==> src/rtl/pwm_audio_pkg.sv <==
// ----------------------------------------------------------------------------
// pwm_audio_pkg
// Shared types and constants for the PWM audio demodulator.
//   tone_state_t : tone level tracker state (LOW / HIGH)
//   mid_level()  : half-scale duty threshold for a given frame width
//   *_DEF        : default parameter values used by pwm_audio_demod
// ----------------------------------------------------------------------------
package pwm_audio_pkg;

  localparam int PERIOD_W_DEF       = 8;
  localparam int TONE_W_DEF         = 12;
  localparam int SILENCE_FRAMES_DEF = 16;

  typedef enum logic {
    LOW  = 1'b0,
    HIGH = 1'b1
  } tone_state_t;

  // Half of the frame length: a sample at or above this is "tone high".
  function automatic int mid_level(input int period_w);
    return 1 << (period_w - 1);
  endfunction

endpackage

==> src/rtl/sync_2ff.sv <==
// ----------------------------------------------------------------------------
// sync_2ff
// Two-flop synchronizer for a single asynchronous input bit.
// Ports:
//   clk : destination clock
//   rst : asynchronous active-high reset, output forced to 0
//   d_i : asynchronous input
//   q_o : synchronized output (two clock cycles of latency)
// ----------------------------------------------------------------------------
module sync_2ff (
  input  logic clk,
  input  logic rst,
  input  logic d_i,
  output logic q_o
);

  logic meta_q;
  logic sync_q;

  always_ff @(posedge clk or posedge rst) begin
    if (rst) begin
      meta_q <= 1'b0;
      sync_q <= 1'b0;
    end else begin
      meta_q <= d_i;
      sync_q <= meta_q;
    end
  end

  assign q_o = sync_q;

endmodule

==> src/rtl/pwm_audio_demod.sv <==
// ----------------------------------------------------------------------------
// pwm_audio_demod
// Recovers one duty-cycle sample per PWM frame from a 1-bit PWM stream,
// measures the audio tone period in frames and flags silence.
// Ports:
//   clk            : system clock
//   rst            : asynchronous active-high reset
//   pwm_in         : PWM stream, asynchronous to clk
//   sample_o       : high-cycle count of the last completed frame
//   sample_valid_o : one-cycle pulse when sample_o updates
//   tone_period_o  : frames between the last two rising tone crossings
//   tone_valid_o   : one-cycle pulse when tone_period_o updates
//   active_o       : 1 while audio edges are present, 0 when silent
// ----------------------------------------------------------------------------
module pwm_audio_demod
  import pwm_audio_pkg::*;
#(
  parameter int PERIOD_W       = PERIOD_W_DEF,
  parameter int TONE_W         = TONE_W_DEF,
  parameter int SILENCE_FRAMES = SILENCE_FRAMES_DEF
) (
  input  logic              clk,
  input  logic              rst,
  input  logic              pwm_in,
  output logic [PERIOD_W:0] sample_o,
  output logic              sample_valid_o,
  output logic [TONE_W-1:0] tone_period_o,
  output logic              tone_valid_o,
  output logic              active_o
);

  localparam int SW = PERIOD_W + 1;
  localparam int QW = $clog2(SILENCE_FRAMES + 1);

  localparam logic [SW-1:0]       MID       = SW'(mid_level(PERIOD_W));
  localparam logic [PERIOD_W-1:0] FRAME_MAX = '1;
  localparam logic [TONE_W-1:0]   TONE_MAX  = '1;
  localparam logic [QW-1:0]       QUIET_LIM = QW'(SILENCE_FRAMES);

  function automatic logic [TONE_W-1:0] tone_sat_inc(input logic [TONE_W-1:0] x);
    return (x == TONE_MAX) ? x : x + TONE_W'(1);
  endfunction

  function automatic logic [QW-1:0] quiet_sat_inc(input logic [QW-1:0] x);
    return (x == QUIET_LIM) ? x : x + QW'(1);
  endfunction

  logic                pwm_s;
  logic                pwm_s_d_q;
  logic                rise;
  logic                frame_end;
  logic [SW-1:0]       s_new;

  logic [PERIOD_W-1:0] frame_cnt_q, frame_cnt_d;
  logic [SW-1:0]       hi_cnt_q, hi_cnt_d;
  logic [SW-1:0]       sample_q, sample_d;
  logic                sample_valid_q, sample_valid_d;
  tone_state_t         tone_state_q, tone_state_d;
  logic [TONE_W-1:0]   tone_cnt_q, tone_cnt_d;
  logic                armed_q, armed_d;
  logic [TONE_W-1:0]   tone_period_q, tone_period_d;
  logic                tone_valid_q, tone_valid_d;
  logic [QW-1:0]       quiet_q, quiet_d;
  logic                seen_q, seen_d;
  logic                active_q, active_d;

  // ---- input synchronization ----
  sync_2ff u_sync (
    .clk (clk),
    .rst (rst),
    .d_i (pwm_in),
    .q_o (pwm_s)
  );

  // ---- framing, silence and tone tracking ----
  always_comb begin
    rise      = pwm_s & ~pwm_s_d_q;
    frame_end = (frame_cnt_q == FRAME_MAX);
    // The current cycle's level belongs to the frame that is ending.
    s_new     = hi_cnt_q + SW'(pwm_s);

    frame_cnt_d    = frame_cnt_q + PERIOD_W'(1);
    hi_cnt_d       = s_new;
    sample_d       = sample_q;
    sample_valid_d = 1'b0;
    tone_state_d   = tone_state_q;
    tone_cnt_d     = tone_cnt_q;
    armed_d        = armed_q;
    tone_period_d  = tone_period_q;
    tone_valid_d   = 1'b0;
    quiet_d        = quiet_q;
    seen_d         = seen_q | rise;
    active_d       = active_q;

    if (rise) begin
      quiet_d  = '0;
      active_d = 1'b1;
    end

    if (frame_end) begin
      hi_cnt_d       = '0;
      sample_d       = s_new;
      sample_valid_d = 1'b1;
      seen_d         = 1'b0;

      // An edge on the frame's last cycle still counts for this frame.
      if (!(seen_q || rise)) begin
        quiet_d = quiet_sat_inc(quiet_q);
        if (quiet_d == QUIET_LIM) begin
          active_d = 1'b0;
        end
      end

      // Silence disarms the tracker so the next tone only re-arms it.
      if (!active_d) begin
        tone_state_d = LOW;
        armed_d      = 1'b0;
        tone_cnt_d   = '0;
      end else if (tone_state_q == LOW && s_new >= MID) begin
        tone_state_d = HIGH;
        if (armed_q) begin
          tone_period_d = tone_sat_inc(tone_cnt_q);
          tone_valid_d  = 1'b1;
        end
        armed_d    = 1'b1;
        tone_cnt_d = '0;
      end else begin
        if (tone_state_q == HIGH && s_new < MID) begin
          tone_state_d = LOW;
        end
        tone_cnt_d = tone_sat_inc(tone_cnt_q);
      end
    end
  end

  always_ff @(posedge clk or posedge rst) begin
    if (rst) begin
      pwm_s_d_q      <= 1'b0;
      frame_cnt_q    <= '0;
      hi_cnt_q       <= '0;
      sample_q       <= '0;
      sample_valid_q <= 1'b0;
      tone_state_q   <= LOW;
      tone_cnt_q     <= '0;
      armed_q        <= 1'b0;
      tone_period_q  <= '0;
      tone_valid_q   <= 1'b0;
      quiet_q        <= '0;
      seen_q         <= 1'b0;
      active_q       <= 1'b0;
    end else begin
      pwm_s_d_q      <= pwm_s;
      frame_cnt_q    <= frame_cnt_d;
      hi_cnt_q       <= hi_cnt_d;
      sample_q       <= sample_d;
      sample_valid_q <= sample_valid_d;
      tone_state_q   <= tone_state_d;
      tone_cnt_q     <= tone_cnt_d;
      armed_q        <= armed_d;
      tone_period_q  <= tone_period_d;
      tone_valid_q   <= tone_valid_d;
      quiet_q        <= quiet_d;
      seen_q         <= seen_d;
      active_q       <= active_d;
    end
  end

  // ---- outputs ----
  assign sample_o       = sample_q;
  assign sample_valid_o = sample_valid_q;
  assign tone_period_o  = tone_period_q;
  assign tone_valid_o   = tone_valid_q;
  assign active_o       = active_q;

endmodule

==> config.mk <==
export PLATFORM = sky130hd
export DESIGN_NAME = pwm_audio_demod
export DESIGN_NICKNAME = d
export VERILOG_FILES = /design/src/rtl/pwm_audio_pkg.sv /design/src/rtl/sync_2ff.sv /design/src/rtl/pwm_audio_demod.sv
export SDC_FILE = /design/constraint.sdc
export NUM_CORES = 1
export LEC_CHECK = 0
export ABC_AREA = 1
export CORE_MARGIN = 1
export CORE_UTILIZATION = 30
export CTS_BUF_LIST = sky130_fd_sc_hd__clkbuf_4
export DETAILED_ROUTE_END_ITERATION = 7
export PLACE_DENSITY_LB_ADDON = 0.3
export SETUP_SLACK_MARGIN = 0.15
export SLEW_MARGIN = 20
export SYNTH_ARGS = -nofsm -noshare
export SYNTH_HDL_FRONTEND = slang
export SYNTH_SLANG_ARGS = --single-unit
==> constraint.sdc <==
create_clock -name clk -period 4.7 [get_ports clk]
set_clock_uncertainty 0.1 [all_clocks]
set_input_delay 0.94 -clock clk [delete_from_list [all_inputs] [get_ports clk]]
set_output_delay 0.94 -clock clk [all_outputs]
set_load 0.005 [all_outputs]
; ---- Yosys cells after proc, flatten, opt, wreduce, memory -nomap -nowiden
; Index checks and enable logic that the tools add are counted.
[op_classes]
n_div = 0
n_eq_ne = 6
n_shift = 0
mul = 0
magnitude_cmp = 2
bitwise_logic = 4
n_mux = 24
reduce_logical = 6
n_addsub = 4
[op_table]
columns = operator, n
row1 = two-way mux 12 bit, 3
row2 = two-way mux 5 bit, 4
row3 = two-way mux 1 bit, 16
row4 = adder 12 x 1 -> 12 bit (second input constant), 1
row5 = equality test 12 bit (second input constant), 1
row6 = equality test 5 bit (second input constant), 2
row7 = adder 9 x 1 -> 9 bit, 1
row8 = greater-or-equal comparator 9 x 8 -> 1 bit (second input constant), 1
row9 = < comparator 9 x 8 -> 1 bit (second input constant), 1
row10 = two-way mux 9 bit, 1
row11 = adder 8 x 1 -> 8 bit (second input constant), 1
row12 = equality test 8 bit (second input constant), 1
row13 = adder 5 x 1 -> 5 bit (second input constant), 1
row14 = AND reduction 2 bit, 2
row15 = AND reduction 4 bit, 1
row16 = inequality test 3 x 1 -> 1 bit (second input constant), 1
row17 = logical AND 1 bit, 2
row18 = inequality test 2 x 1 -> 1 bit (second input constant), 1
row19 = inverter 1 bit, 2
row20 = AND 1 bit, 1
row21 = logical OR 1 bit, 1
row22 = bitwise OR 1 bit, 1
[word_totals]
ramBits = 0
inputBits = 3
register_bits = 64
latch_bits = 0
memories = 0
out_inout_bits = 24
rom_bits = 0

; ---- Depth between registers and ports, before layout
; Gate-level depths: netlist of the first run.
[logic_depth]
word_depth = 8
mapped_depth = 15
mapped_depth_nobuf = 14

; ---- Cells and area by module
; A second synthesis of the first run with hierarchy kept.
[unflattened]
hier_cells = 360
area_unflattened_um2 = 3025.4
[modules_own_cells]
columns = module, cells_per_inst, instances, area_each_um2
row1 = pwm_audio_demod, 357, 1, 2971.6
row2 = sync_2ff, 3, 1, 53.8

; ---- Worst setup path after synthesis of the first run
; No wires, ideal clock.
[synth_timing]
path_type = register to register
startpoint = register u_sync.sync_q, in the netlist u_sync.q_o
endpoint = register tone_period_q[2], in the netlist tone_period_o[2]
path_slack_ps = 2838
path_buffers = 1
stages_incl_launch_ff = 14
setup_time_ps = 117
t_required_ps = 4483
t_arrival_ps = 1645
cell_sequence = dfrtp_1 -> ha_1 -> ha_1 -> nand2_1 -> nor2_4 -> nand3_1 -> nand2_2 -> nand2_2 -> nand2_2 -> clkinv_2 -> nand4_1 -> buf_4 -> nand2_1 -> nand2_1
[synth_between]
elab_chain_len = 6
word_cells_on_any_way = 10
cone_classes = add/sub: 1 / order compare: 1 / mux: 4 / bitwise: 1 / reduce/logical: 3
[synth_lines]
columns = item, line_no
row1 = "start, declared", sync_2ff.sv:18  ; logic sync_q;
row2 = "start signal, assigned", sync_2ff.sv:26  ; sync_q <= meta_q;
row3 = "parallel branches: the longest is 5 deep, another holds adder 9 x 1 -> 9 bit", n/a
row4 = AND reduction 4 bit (no source line) *, n/a
row5 = "end signal, assigned", pwm_audio_demod.sv:160  ; tone_period_q <= tone_period_d;
row6 = "end, declared", pwm_audio_demod.sv:61  ; logic [TONE_W-1:0] tone_period_q, tone_period_d;
; Mark *: on every way between the ends. The select of a mux whose other input is x is not followed.
; A chain may end at the register's enable or synchronous reset.

; ---- Worst setup path in the final report of the first run
[layout_timing]
startpoint = register frame_cnt_q[0]
endpoint = register tone_period_q[10], in the netlist tone_period_o[10]
[layout_between]
elab_chain_len = 2
[layout_lines]
columns = item, line_no
row1 = "start, declared", pwm_audio_demod.sv:54  ; logic [PERIOD_W-1:0] frame_cnt_q, frame_cnt_d;
row2 = "start signal, assigned", pwm_audio_demod.sv:153  ; frame_cnt_q <= frame_cnt_d;
row3 = equality test 8 bit, pwm_audio_demod.sv:78  ; frame_end = (frame_cnt_q == FRAME_MAX);
row4 = AND reduction 4 bit (no source line), n/a
; No other way between the ends.

==> flow_summary.ini, run 1 <==
[worst_setup_path]
cp_data_arrival_time_ps = 2730
cp_cell_sequence = ha_1, nand3_1, nor2_2, nand3_2, buf_4, inv_2, nand2_4, nor2_4, nand2_1, nand2_1
max_stage_delay_ps = 390
critical_path.top_delay_family = simple AND/OR/NAND/NOR gates
cp_slowest_cell = dfrtp_1
path_max_fanout = 19
crit_top_cell = nand2_1
reg2reg_from = frame_cnt_q[0]$_DFF_PP0_
r2r_slack_ps = 2200
crit_type = register to register
worstRegToRegCells = 10
start_kind = register
required_ps = 4930
crit_buf_inv = 2
r2r-end = tone_period_o[10]$_DFFE_PP0P_
crit_path_end_kind = register

[place]
portBuffers = 26
hpwl_microns = 3980
place_ws_ps = 2200
place_inst = 512
gp_congestion = 0.841

[synth]
synth_flop_cell = dfrtp_1
ys_warn_count = 0
synth-seq-area-share_pct = 53.0
syn-cell-area_sq_um = 3020
synth_area_leader_cell = dfrtp_1
synth_edf_count = 0
ys_types = 27
synth_top_area_share_pct = 53.0
syn_avg_cell_area_sq_um = 8.42
async_reset_ff_share_pct = 100
netlist_top_cells_count = nand2_1 (122), dfrtp_1 (64), inv_1 (38), nand3_1 (33), nor2_1 (24)
synthTopCellsByArea = dfrtp_1 (53%), nand2_1 (15%), nand3_1 (5.5%)
synthCells = 359
yosys.cell_count.top_type = nand2_1
ys_ff_latch = 64
syn_nets = 368

[clock_network]
cts_hold_buf = 0
cts_made_buffers = 9
clkTransAtPathRegs_ps = 110
h-tree-depth = 3
cts_sinks = 64
clock_latency_ps = 390
clock_path_buffers = 2
cts_tree = built
cts-resized-gates = 0
postCtsSetupRepairBufs = 0
cts_root_buffer = clkbuf_4

[sta]
grt_setup_unrepaired = false
timing.final.ws_setup_ps = 2200
slew_headroom_pct = 42.7
holdWs_ps = 257
slew_violations = 0
period_needed_ps = 2500
setup_viol = 0
worst_pin_slew_ps = 859
fmax_mhz = 400
tns_ps = 0
hold_viol = 0
finalCritPeriodShare_pct = 53.2

[finish]
num_antenna_cells = 0
syn_to_final_growth_pct = 16.4
multi_input_area_sq_um = 1220
regArea_sq_um = 1600
final_nets = 399
drive_gt1_share_pct = 8.61
fillCellCount = 1000
instances_no_fill = 528

[grt]
grt_pass1_vias = 2267
grtUsageTotal_pct = 12.6
grt_overflow_total = 0
grt_max_degree = 43
antenna_found_initial = 0
grt_pass1_wl_microns = 10200

[power]
leakage_uw = 0.00175
irDropWorstVdd_mv = 0.125
powerDensity_nw_per_um2 = 283

[floorplan]
die-area_sq_um = 10500
row_count = 36
core-area_sq_um = 9770
pin_count = 27
die_w_microns = 102
die_h_microns = 102
start_util_pct = 30.9

[routing]
wl_per_cell_microns = 11.0
drtAntennaViolNets = 0
first_pass_iters = 4
route.detailed.drc = 0
via_per_inst = 4.36
vias = 2302
first_iter_violations = 118
routed_wl_microns = 5780

[min_path]
min_from = u_sync.meta_q$_DFF_PP0_
hp-class = register to register
holdPathEnd = u_sync.q_o$_DFF_PP0_
min_path_cells = 0

[outcome]
status = complete, no violations

[flow_run]
drv_cap = 0
==> worst max-delay path by stage <==
stage                     cells past startpoint                startpoint  slack, ps                       endpoint
final                                        10  frame_cnt_q[0]$_DFF_PP0_       2200  tone_period_o[10]$_DFFE_PP0P_
after global routing                         13      u_sync.q_o$_DFF_PP0_       1900  tone_period_o[10]$_DFFE_PP0P_
after CTS                                    10  frame_cnt_q[0]$_DFF_PP0_       2170  tone_period_o[10]$_DFFE_PP0P_
after detailed placement                      3                       rst       2200   tone_period_o[0]$_DFFE_PP0P_
after global placement                        3                       rst       2230      tone_cnt_q[2]$_DFFE_PP0P_
after floorplan                               1                       rst       2060             active_o$_DFF_PP0_
==> per-layer routing <==
| layer | track usage [%] | wire length, microns | up-vias |
|---|---|---|---|
| li1 | - | - | 1180 |
| met1 | 16.2 | 2870 | 1068 |
| met2 | 20.1 | 2590 | 44 |
| met3 | 2.67 | 215 | 10 |
| met4 | 6.26 | 104 | 0 |
| met5 | 0 | 0 | - |
==> state kept, by name, summed over array words and instances, names as in the netlist <==
| name | count |
|---|---|
| hi_cnt_q | 9 |
| u_sync.meta_q | 1 |
| sample_valid_o | 1 |
| pwm_s_d_q | 1 |
| active_o | 1 |
| tone_cnt_q | 12 |
| tone_period_o | 12 |
| seen_q | 1 |
| tone_valid_o | 1 |
| quiet_q | 5 |
| u_sync.q_o | 1 |
| sample_o | 9 |
| tone_state_q | 1 |
| armed_q | 1 |
| frame_cnt_q | 8 |
==> per-stage QoR <==
step | instance area (sq um) | util, % | power, uW
3_3_place_gp | 3420 | 34.9 | 707
2_1_floorplan | 3020 | - | 686
5_1_grt | 3520 | 36.0 | 1060
6_report | 3520 | 36.0 | 995
3_5_place_dp | 3420 | 34.9 | 709
4_1_cts | 3520 | 36.0 | 1010
==> area by class of cell <==
class	count	area share, %
Sequential cell	64	45.5
Timing Repair Buffer	28	7.83
Clock buffer	10	2.13
Multi-Input combinational cell	246	34.6
Inverter	41	4.41
Tap cell	133	4.73
Clock inverter	6	0.747
==> cells by family after synthesis <==
group	share of synthesized area (%)
AND/OR/NAND/NOR	28.4
AO/OA/AOI/OAI	4.14
adder cells (fa/ha/maj)	2.48
flip-flops	53.0
buffers and inverters	6.71
XOR/XNOR	5.22
==> power by group <==
group          total [uW]  internal, uW  leakage [uW]  switching [uW]
registers             604           579      0.000851            25.0
clock network         298           107     0.0000624             191
logic                92.9          33.4      0.000837            59.6
==> cells in the final DEF (no fill, tap or decap), drive strengths merged, types with 5 or more instances in the layout <==
| master | n |
|---|---|
| dfrtp | 64 |
| nand3 | 34 |
| clkdlybuf4s50 | 26 |
| ha | 6 |
| xnor2 | 5 |
| o21ai | 20 |
| nand2 | 127 |
| inv | 40 |
| clkinv | 7 |
| nor2 | 30 |
| xor2 | 13 |
| clkbuf | 10 |
Note: power is estimated with default switching activity, not from simulation.
==> inputs of run 2 (changes only) <==
==> constraint.sdc (replaced) <==
create_clock -name clk -period 2.1 [get_ports clk]
set_clock_uncertainty 0.1 [all_clocks]
set_input_delay 0.42 -clock clk [delete_from_list [all_inputs] [get_ports clk]]
set_output_delay 0.42 -clock clk [all_outputs]
set_load 0.005 [all_outputs]
==> run 2 against run 1 <==
  * Critical endpoint is now tone_cnt_q[3]$_DFFE_PP0P_
  * Maximum frequency increased by 25%
  * Largest power group unchanged
  * Total power increased by 140%
  * Clock-buffer cell count decreased by 1
  * Highest routed layer unchanged
  * Worst setup slack got worse by 2100 ps
  * Worst hold slack improved by 4.6 ps
==> flow_summary.ini, run 2 (same netlist as run 1, synthesis figures left out) <==
[outcome]
status = complete, no violations

[floorplan]
start_util_pct = 30.9
pin_count = 27
die_h_microns = 102
row_count = 36
die-area_sq_um = 10500
core-area_sq_um = 9770
die_w_microns = 102

[routing]
first_pass_iters = 4
vias = 2369
route.detailed.drc = 0
routed_wl_microns = 6080
via_per_inst = 4.35
first_iter_violations = 145
dr_wl_met3_microns = 217
top_layer_used = met4
wl_per_cell_microns = 11.2
wl_met2_microns = 2780
drtAntennaViolNets = 0
wirelength_met1_microns = 2990

[worst_setup_path]
crit_type = register to register
worstRegToRegCells = 12
cp_num_cells = 12
crit_path_end_kind = register
cp_cell_sequence = inv_2, ha_4, nand2_2, inv_2, nand2_2, nand2_1, nand2_1, nand4_1, nand2_2, nor2_4, nand3_2, nand2_1
start_kind = register
cp_slowest_cell = dfrtp_2
required_ps = 2340
crit_buf_inv = 2
cp_data_arrival_time_ps = 2230
path_max_fanout = 7
critical_path.top_delay_family = simple AND/OR/NAND/NOR gates
max_stage_delay_ps = 470

[power]
powerDensity_nw_per_um2 = 627
leakage_uw = 0.00185
irDropWorstVdd_mv = 0.353

[finish]
layout_common_cells = nand2_1 (117), dfrtp_1 (62), inv_1 (33)
final_common_cell = nand2_1
final_nets = 416
syn_to_final_growth_pct = 27.8
num_antenna_cells = 0
drive_gt1_share_pct = 19.7
fillCellCount = 1001

[grt]
grt_pass1_vias = 2225
grt_max_degree = 31
grtUsageTotal_pct = 12.3
antenna_found_initial = 0
grt_overflow_total = 0
grt_pass1_wl_microns = 10100

[sta]
finalCritPeriodShare_pct = 94.9
slew_violations = 0
fmax_mhz = 502
tns_ps = 0
grt_setup_unrepaired = true
slew_headroom_pct = 69.2
holdWs_ps = 262
setup_viol = 0
worst_pin_slew_ps = 461
period_needed_ps = 1990
hold_viol = 0

[clock_network]
cts_made_buffers = 9
cts_root_buffer = clkbuf_4
cts_hold_buf = 0
cts_sinks = 64
clock_latency_ps = 410
clkTransAtPathRegs_ps = 120
h-tree-depth = 3
clock_path_buffers = 2
cts_tree = built

[place]
hpwl_microns = 4000
portBuffers = 26
gp_congestion = 0.792

[min_path]
hp-class = input pin to async pin

[flow_run]
drv_cap = 0
[run 2: changes by cell type in the layout (fill, tap and decap cells not counted), sizes merged]
cell / before / now
buf: 2 / 18
clkinv: 7 / 5
clkinvlp: 0 / 3
clkbuf: 10 / 9
inv: 40 / 39
bufinv: 0 / 1
nor2: 30 / 31
[run 2: power by group]
part	switching (uW)	internal (uW)	total, uW
Sequential	62.0	1300	1360
Clock	467	362	829
Combinational	138	95.7	234
Total	667	1750	2420
[run 2: layer usage]
layer / GRT usage, % / vias to the layer above
li1: - / 1216
met1: 17.0 / 1100
met2: 18.4 / 43
met3: 3.35 / 10
met4: 4.95 / 0
met5: 0 / -
[run 2: final timing paths]
path	slack [ps]	from	to
max in group asynchronous	1140	rst	tone_cnt_q[1]$_DFFE_PP0P_
worst max register to register	110	quiet_q[1]$_DFF_PP0_	tone_cnt_q[3]$_DFFE_PP0P_
worst min register to register	260	u_sync.meta_q$_DFF_PP0_	u_sync.q_o$_DFF_PP0_
min in group clk	260	u_sync.meta_q$_DFF_PP0_	u_sync.q_o$_DFF_PP0_
worst min-delay path	260	rst	tone_state_q$_DFFE_PP0P_
worst max-delay path	110	quiet_q[1]$_DFF_PP0_	tone_cnt_q[3]$_DFFE_PP0P_
[run 2: timing repair]
item                       CTS  global route
gates resized for setup      3            31
setup endpoints to repair   26            30
pin swaps                    1            12
setup buffers                2            10
cloned                       0             1
[run 2: cell type report]
cell class                 instances  area (sq um)  area share (%)
sequential                        64          1600            41.5
multi-input combinational        247          1360            35.1
timing repair buffer              44           437            11.3
tap                              133           166            4.31
inverter                          41           159            4.12
clock inverter                     7          72.6            1.88
clock buffer                       9          67.6            1.75
[run 2: stage by stage]
step	cell area, sq um	util (%)	setup WS [ps]	total power, uW	cells
after floorplan	3030	-	238	1540	359
after global placement	3470	35.5	81.1	1590	516
after detailed placement	3470	35.5	48.9	1590	516
after CTS	3650	37.4	152	2450	534
after global routing	3860	39.5	8.03	2570	545
final	3860	39.5	107	2420	545
==> inputs of run 3 (changes only) <==
--- a/config.mk
+++ b/config.mk
@@ -8,7 +8,7 @@
 export ABC_AREA = 1
 export CORE_MARGIN = 1
 export CORE_UTILIZATION = 30
-export CTS_BUF_LIST = sky130_fd_sc_hd__clkbuf_4
+export CTS_BUF_LIST = sky130_fd_sc_hd__clkbuf_4 sky130_fd_sc_hd__clkbuf_8 sky130_fd_sc_hd__clkbuf_16
 export DETAILED_ROUTE_END_ITERATION = 7
 export PLACE_DENSITY_LB_ADDON = 0.3
 export SETUP_SLACK_MARGIN = 0.15
==> run 3 against run 2 <==
  * Clock power grew 25%
  * Worst hold slack got worse by 7.1 ps
  * Final cell count decreased by 0.92%
  * Sequential power is essentially flat
  * Non-clock buffer count decreased by 5
  * Critical path type unchanged
  * Core utilization down 0.41 points
  * Clock-buffer cell count unchanged
  * Largest cell class unchanged
==> flow_summary.ini, run 3 (same netlist as run 1, synthesis figures left out) <==
[outcome]
status = complete, no violations

[floorplan]
die-area_sq_um = 10500
die_w_microns = 102
row_count = 36
die_h_microns = 102
core-area_sq_um = 9770
pin_count = 27
start_util_pct = 30.9

[finish]
layout_common_cells = nand2_1 (120), dfrtp_1 (62), inv_1 (35)
num_antenna_cells = 0
final_nets = 411
drive_gt1_share_pct = 15.5
final_common_cell = nand2_1
fillCellCount = 1009
syn_to_final_growth_pct = 26.5

[clock_network]
cts_root_buffer = clkbuf_8
cts_tree = built
clock_latency_ps = 340
cts_hold_buf = 0
cts_made_buffers = 9
clkTransAtPathRegs_ps = 70
clock_path_buffers = 2
h-tree-depth = 3
cts_sinks = 64

[worst_setup_path]
cp_cell_sequence = ha_2, ha_2, nand2_2, nor2_4, nand2_1, nand2_1, nand2_2, nand2_2, nand2_2, clkinv_2, nand4_1, buf_6, nand2_1, nand2_1
crit_type = register to register
crit_path_end_kind = register
max_stage_delay_ps = 350
cp_data_arrival_time_ps = 2030
cp_slowest_cell = dfrtp_1
start_kind = register
critical_path.top_delay_family = simple AND/OR/NAND/NOR gates
crit_buf_inv = 2
required_ps = 2240
path_max_fanout = 12

[sta]
setup_viol = 0
hold_viol = 0
timing.final.ws_setup_ps = 207
slew_headroom_pct = 69.4
finalCritPeriodShare_pct = 90.1
fmax_mhz = 528
tns_ps = 0
worst_pin_slew_ps = 458
slew_violations = 0
grt_setup_unrepaired = true
period_needed_ps = 1890

[routing]
wirelength_met1_microns = 2930
top_layer_used = met4
dr_wl_met3_microns = 211
first_pass_iters = 4
wl_met2_microns = 2610
routed_wl_microns = 5840
vias = 2321
via_per_inst = 4.30
drtAntennaViolNets = 0
wl_per_cell_microns = 10.8
first_iter_violations = 114
route.detailed.drc = 0

[place]
hpwl_microns = 4000
gp_congestion = 0.792
place_ws_ps = 48.9
portBuffers = 26

[min_path]
hp-class = register to register

[flow_run]
drv_cap = 0

[power]
powerDensity_nw_per_um2 = 684
irDropWorstVdd_mv = 0.386
leakage_uw = 0.00185

[grt]
grt_max_degree = 31
antenna_found_initial = 0
grt_pass1_wl_microns = 10100
grt_pass1_vias = 2226
grtUsageTotal_pct = 12.4
grt_overflow_total = 0
## run 3: cell types whose count changed in the layout (fill, tap and decap cells not counted), moves of 2 or more
cell	previous run	this run
buf_4	14	9
clkbuf_4	9	0
clkbuf_8	0	9
inv_1	33	35
inv_2	6	4
nand2_1	117	120
nand2_2	9	6
nand3_1	23	31
nand3_2	10	2
## run 3: worst register-to-register path: cells and delay by family (launching register included)
family / cells / cell delay [ps]
buffers and inverters: 2 / 240
AND/OR/NAND/NOR: 10 / 740
flip-flops: 1 / 350
adder cells (fa/ha/maj): 2 / 360
## run 3: what timing repair did
| action | CTS | global route |
|---|---|---|
| setup buffers | 2 | 5 |
| hold endpoints to repair | 0 | 0 |
| endpoints found under the setup margin | 26 | 29 |
| pin swaps | 1 | 6 |
| resized for setup | 2 | 18 |
| gates cloned | 0 | 1 |
## run 3: area by class of cell
class	count	area (sq um)	share of cell area, %
Multi-Input combinational cell	247	1300	33.9
Inverter	41	159	4.16
Sequential cell	64	1600	42.0
Tap cell	133	166	4.35
Clock inverter	7	72.6	1.90
Clock buffer	9	124	3.24
Timing Repair Buffer	39	399	10.4
## run 3: stage by stage
stage,instances,util [%],area [sq um],hold WS (ps),total power [uW]
2_1_floorplan,359,-,3030,231,1540
3_3_place_gp,516,35.5,3470,235,1590
3_5_place_dp,516,35.5,3470,236,1590
4_1_cts,534,37.9,3710,253,2660
5_1_grt,540,39.1,3820,274,2770
6_report,540,39.1,3820,255,2610
## run 3: report_power, final
group / switching [uW] / internal, uW
registers: 57.0 / 1300
logic: 135 / 88.9
clock network: 490 / 547
## run 3: path summary, 6_finish.rpt
check / start / to / slack (ps) / depth (start not counted)
max in group asynchronous: rst / tone_cnt_q[1]$_DFFE_PP0P_ / 1080 / 3
max reg2reg: u_sync.q_o$_DFF_PP0_ / tone_period_o[5]$_DFFE_PP0P_ / 210 / 14
min: u_sync.meta_q$_DFF_PP0_ / u_sync.q_o$_DFF_PP0_ / 250 / 0
max: u_sync.q_o$_DFF_PP0_ / tone_period_o[5]$_DFFE_PP0P_ / 210 / 14
min in group asynchronous: rst / tone_state_q$_DFFE_PP0P_ / 340 / 2
min reg2reg: u_sync.meta_q$_DFF_PP0_ / u_sync.q_o$_DFF_PP0_ / 250 / 0
## run 3: per-layer routing
metal | vias up | track usage [%]
li1 | 1204 | -
met1 | 1070 | 16.9
met2 | 38 | 18.4
met3 | 9 | 3.35
met4 | 0 | 5.93
met5 | - | 0
